File: src/rtl/seq_gen_pkg.sv
// seq_gen_pkg: shared state encoding and frame constants for the
// framed serial transmitter seq_gen.
package seq_gen_pkg;

   typedef enum logic [2:0] {
      IDLE,
      PRE,
      DATA,
      PAR,
      GAP
   } gen_state_t;

   localparam logic [2:0] PREAMBLE = 3'b101;
   localparam int PRE_LEN = 3;

   // One counter serves preamble, data and gap phases.
   function automatic int cnt_width(input int data_w);
      return $clog2(((data_w > PRE_LEN) ? data_w : PRE_LEN) + 1);
   endfunction

endpackage

File: src/rtl/seq_gen_piso.sv
// seq_gen_piso: parallel-in/serial-out shift register, MSB first.
// Load has priority over shift.
module seq_gen_piso #(
   parameter int W = 8
) (
   input  logic         clk,
   input  logic         rst_n,
   input  logic         load,
   input  logic         shift,
   input  logic [W-1:0] din,
   output logic         msb
);

   logic [W-1:0] sr;

   always_ff @(posedge clk) begin
      if (!rst_n) begin
         sr <= '0;
      end else if (load) begin
         sr <= din;
      end else if (shift) begin
         sr <= sr << 1;
      end
   end

   assign msb = sr[W-1];

endmodule

File: src/rtl/seq_gen.sv
// seq_gen: framed serial transmitter (preamble 1-0-1, MSB-first data,
// idle gap). Define SEQ_GEN_PARITY_EN to append an even-parity bit.
module seq_gen
   import seq_gen_pkg::*;
#(
   parameter int DATA_W     = 8,
   parameter int GAP_CYCLES = 2
) (
   input  logic              clk,
   input  logic              rst_n,
   input  logic              in_valid,
   output logic              in_ready,
   input  logic [DATA_W-1:0] in_data,
   output logic              dout,
   output logic              dout_valid,
   output logic              busy,
   output logic              frame_done
);

   localparam int CW = cnt_width(DATA_W);
   localparam logic [CW-1:0] PRE_LAST  = CW'(PRE_LEN - 1);
   localparam logic [CW-1:0] DATA_LAST = CW'(DATA_W - 1);
   localparam logic [CW-1:0] GAP_LAST  = CW'(GAP_CYCLES - 1);

   if (DATA_W < 1) begin : g_dw_chk
      $error("seq_gen: DATA_W must be >= 1");
   end
   if (GAP_CYCLES < 1) begin : g_gap_chk
      $error("seq_gen: GAP_CYCLES must be >= 1");
   end
   if (GAP_CYCLES > (1 << CW)) begin : g_gap_fit
      $error("seq_gen: GAP_CYCLES exceeds counter range");
   end

`ifdef SEQ_GEN_PARITY_EN
   localparam gen_state_t AFTER_DATA = PAR;
`else
   localparam gen_state_t AFTER_DATA = GAP;
`endif

   gen_state_t    state, state_nxt;
   logic [CW-1:0] cnt, cnt_nxt;
   logic          load, shift, msb, par;

   seq_gen_piso #(.W(DATA_W)) u_piso (
      .clk   (clk),
      .rst_n (rst_n),
      .load  (load),
      .shift (shift),
      .din   (in_data),
      .msb   (msb)
   );

`ifdef SEQ_GEN_PARITY_EN
   // Parity is taken at acceptance since the shifter loses the word.
   always_ff @(posedge clk) begin
      if (!rst_n) begin
         par <= 1'b0;
      end else if (load) begin
         par <= ^in_data;
      end
   end
`else
   assign par = 1'b0;
`endif

   always_ff @(posedge clk) begin
      if (!rst_n) begin
         state <= IDLE;
         cnt   <= '0;
      end else begin
         state <= state_nxt;
         cnt   <= cnt_nxt;
      end
   end

   always_comb begin
      state_nxt = state;
      cnt_nxt   = cnt;
      load      = 1'b0;
      shift     = 1'b0;
      unique case (state)
         IDLE: begin
            if (in_valid) begin
               load      = 1'b1;
               cnt_nxt   = '0;
               state_nxt = PRE;
            end
         end
         PRE: begin
            if (cnt == PRE_LAST) begin
               cnt_nxt   = '0;
               state_nxt = DATA;
            end else begin
               cnt_nxt = cnt + 1'b1;
            end
         end
         DATA: begin
            shift = 1'b1;
            if (cnt == DATA_LAST) begin
               cnt_nxt   = '0;
               state_nxt = AFTER_DATA;
            end else begin
               cnt_nxt = cnt + 1'b1;
            end
         end
         PAR: begin
            cnt_nxt   = '0;
            state_nxt = GAP;
         end
         GAP: begin
            if (cnt == GAP_LAST) begin
               cnt_nxt   = '0;
               state_nxt = IDLE;
            end else begin
               cnt_nxt = cnt + 1'b1;
            end
         end
         default: begin
            cnt_nxt   = '0;
            state_nxt = IDLE;
         end
      endcase
   end

   always_comb begin
      dout       = 1'b0;
      dout_valid = 1'b0;
      frame_done = 1'b0;
      unique case (state)
         PRE: begin
            dout       = PREAMBLE[2'(PRE_LEN - 1) - cnt[1:0]];
            dout_valid = 1'b1;
         end
         DATA: begin
            dout       = msb;
            dout_valid = 1'b1;
         end
         PAR: begin
            dout       = par;
            dout_valid = 1'b1;
         end
         GAP: begin
            frame_done = (cnt == GAP_LAST);
         end
         default: begin
            dout = 1'b0;
         end
      endcase
   end

   assign in_ready = (state == IDLE);
   assign busy     = (state != IDLE);

endmodule

File: config.mk
export PLATFORM = sky130hd
export DESIGN_NAME = seq_gen
export DESIGN_NICKNAME = d
export VERILOG_FILES = /design/src/rtl/seq_gen_pkg.sv /design/src/rtl/seq_gen_piso.sv /design/src/rtl/seq_gen.sv
export SDC_FILE = /design/constraint.sdc
export NUM_CORES = 1
export LEC_CHECK = 0
export ABC_AREA = 1
export CAP_MARGIN = 20
export CELL_PAD_IN_SITES_DETAIL_PLACEMENT = 0
export CELL_PAD_IN_SITES_GLOBAL_PLACEMENT = 1
export CORE_MARGIN = 2
export CORE_UTILIZATION = 35
export DETAILED_ROUTE_END_ITERATION = 16
export PLACE_DENSITY_LB_ADDON = 0.1
export SLEW_MARGIN = 15
export SYNTH_ARGS = -nofsm -noshare
export SYNTH_HDL_FRONTEND = slang
export SYNTH_SLANG_ARGS = --single-unit
File: constraint.sdc
create_clock -name clk -period 1.3 [get_ports clk]
set_input_delay 0.13 -clock clk [delete_from_list [all_inputs] [get_ports clk]]
set_output_delay 0.13 -clock clk [all_outputs]
set_load 0.005 [all_outputs]
==> flow_summary.yaml <==
die:
  dieWidth_um: 53.1
  core_um2: 2230
  die_h_um: 53.1
  ioPinCount: 16
  num_rows: 17
  die_area_um2: 2810
  floorplan.initialDensity: 0.377
final_layout:
  layout_common_cells: "28 x nand2_1, 17 x buf_4, 13 x nand2_2, 11 x buf_6"
  area_growth_pct: 68.9
  final_common_cell: "nand2_1"
  layout-drive-gt1-share: 0.491
  regArea_um2: 309
  postLayoutCoreUtil: 0.637
  diodes: 0
  fillers: 196
  fin_nets: 180
  multi_input_area_um2: 593
yosys:
  yosysSeqAreaShare: 0.357
  syn_avg_cell_area_um2: 7.08
  syn_inst: 119
  syn-num-nets: 133
  syn-cell-area_um2: 842
  yosys_warnings: 0
  synthDistinctLibCells: 21
  ys_ff_latch: 15
sta:
  finClkSkew_ps: 6.17
  setup_ws_ps: -17.0
  hold_slack_ps: 407
  fmax_mhz: 759
  setup_viol: 2
  drv_slew: 0
  hold_viol_final: 0
  rsz0062_at_grt: "true"
  finalCritPeriodShare: 1.01
  min_period_ps: 1320
  slew_headroom: 0.802
  worstMarginPinSlew_ps: 296
clock_tree:
  worst_skew_pair.late_latency_ps: 280
  cts.sinks: 15
  cts_tree: "built"
  cts_htree_levels: 1
  root_buffer: "clkbuf_4"
  ctsHoldBuffers: 0
  cts.path.max_buffers: 2
  cts_buffers: 3
  clk_pin_slew_ps: 90
pwr:
  p_int_mw: 1.10
  seqPwrFrac: 0.325
  power-per-cell-area_nw_per_um2: 1220
  p_sw_uw: 636
  combPwrFrac: 0.519
  p_sw_frac: 0.367
  leakage_nw: 0.599
  clockPowerShare: 0.156
  ir_worst_vdd_mv: 0.811
placed_design:
  port_buffers: 15
  dp_slack_ps: -73.8
  place.gp.congestion: 0.755
  dp_hpwl_mm: 1.48
worst_setup_path:
  r2r_slack_ps: 10
  cp-start-kind: "flop"
  worstSetupStartpoint: "state[0]"
  worstPathRequired_ps: 1170
  crit-reg2reg-launch: "cnt[0]"
  path_max_fanout: 2
  critical_path_class: "reg -> out"
  endpoint: "dout"
  r2r_end: "state[1]"
  r2r_cells: 9
  worstSetupEndpointType: "output port"
  cp_data_arrival_time_ps: 1190
routing:
  routedWlPerCell_um: 11.8
  num_vias: 901
  drc: 0
  postRouteAntennaNets: 0
  wl_mm: 2.27
  viasPerCell: 4.67
  first_pass_iters: 4
  drt_iter0_drc: 21
run:
  cap_violations: 0
status:
  violations: "negative setup slack"
  status: "complete, but fails checks"
global_routing:
  gr-total-overflow: 0
  grt_antenna_before_repair: 0
  grt_max_degree: 11
  grt_pass1_vias: 903
  grt_pass1_wl_mm: 3.71
  grt_usage: 0.181
min_path:
  hold_class: "in -> reg"
  min_from: "in_data[0]"
power groups by stage:
stage | Clock (mW) | Combinational, mW | Sequential (mW)
2_1_floorplan | 0 | 0.337 | 0.563
3_3_place_gp | 0 | 0.642 | 0.558
3_5_place_dp | 0 | 0.647 | 0.558
4_1_cts | 0.290 | 0.746 | 0.554
5_1_grt | 0.305 | 0.979 | 0.568
6_report | 0.271 | 0.899 | 0.563
routing by layer:
layer	vias up	global-route usage	wire (um)
met3	2	0.0254	46
met2	9	0.344	1260
met5	-	0	0
li1	473	-	-
met4	0	0.0684	17
met1	417	0.200	949
flip-flops by register name, summed over array words and instances, names as in the netlist:
register   flops
cnt            4
state          3
u_piso.sr      8
area by class of cell:
cell class              instances  share of cell area
clock buffers                   3              0.0158
multi-input cells              88               0.417
inverters                      15              0.0431
flip-flops and latches         15               0.217
well taps                      28              0.0246
clock inverters                 1             0.00352
repair buffers                 43               0.279
worst min path at each step:
stage	slack (ps)	cells after the start	endpoint
6_report	410	3	u_piso.sr[0]
5_1_grt	410	3	u_piso.sr[0]
4_1_cts	400	3	cnt[0]
3_5_place_dp	450	2	u_piso.sr[0]
3_3_place_gp	450	2	u_piso.sr[0]
2_1_floorplan	270	2	cnt[0]
Yosys cell counts:
| master | count | area, um2 |
|---|---|---|
| a31oi_1 | 8 | 50.1 |
| nand2_2 | 10 | 62.6 |
| nand3_1 | 7 | 35.0 |
| nand2_4 | 1 | 11.3 |
| nor2_4 | 1 | 11.3 |
| clkbuf_1 | 1 | 3.75 |
| nor2_1 | 7 | 26.3 |
| nand2_1 | 35 | 131 |
| o21ai_0 | 1 | 5.00 |
| dfxtp_1 | 15 | 300 |
| a22o_1 | 1 | 8.76 |
| buf_6 | 1 | 11.3 |
| inv_2 | 2 | 7.51 |
| nor2_2 | 4 | 25.0 |
| inv_1 | 13 | 48.8 |
| nor3_1 | 1 | 5.00 |
| o211ai_1 | 1 | 7.51 |
| xor2_1 | 1 | 8.76 |
| nor2_8 | 1 | 20.0 |
| a21oi_1 | 5 | 25.0 |
| ha_1 | 3 | 37.5 |
cells by family (layout without fill, tap and decap cells):
| family | after synthesis | in the layout | synth area share |
|---|---|---|---|
| DFF | 15 | 15 | 0.357 |
| xor gates and xnor gates | 1 | 1 | 0.0104 |
| adders and majority gates | 3 | 3 | 0.0446 |
| buffers and inverters | 17 | 62 | 0.0847 |
| and+or+nand+nor | 67 | 68 | 0.389 |
| AOI/OAI and AO/OA | 16 | 16 | 0.114 |
stage by stage:
step           cells  setup TNS, ps  cell area (um2)  power, mW
2_1_floorplan    119              0              842      0.900
3_3_place_gp     179           -350             1150       1.20
4_1_cts          189          -58.1             1280       1.59
3_5_place_dp     179           -374             1150       1.21
5_1_grt          193           -472             1420       1.85
6_report         193          -21.7             1420       1.73
critical path, cell delays in order, from the launching register on:
cell and delay, ps:
dfxtp_2 330, buf_4 140, nand2_4 70, nor2_4 40
a22o_1 210, buf_2 130
timing repair:
item	4_1_cts	5_1_grt
buffers inserted	6	4
resized for setup	38	28
gates cloned	0	1
endpoints found under the setup margin	9	19
pin swaps	8	15
endpoints found under the hold margin	0	0
(Power assumes the default switching activity.)
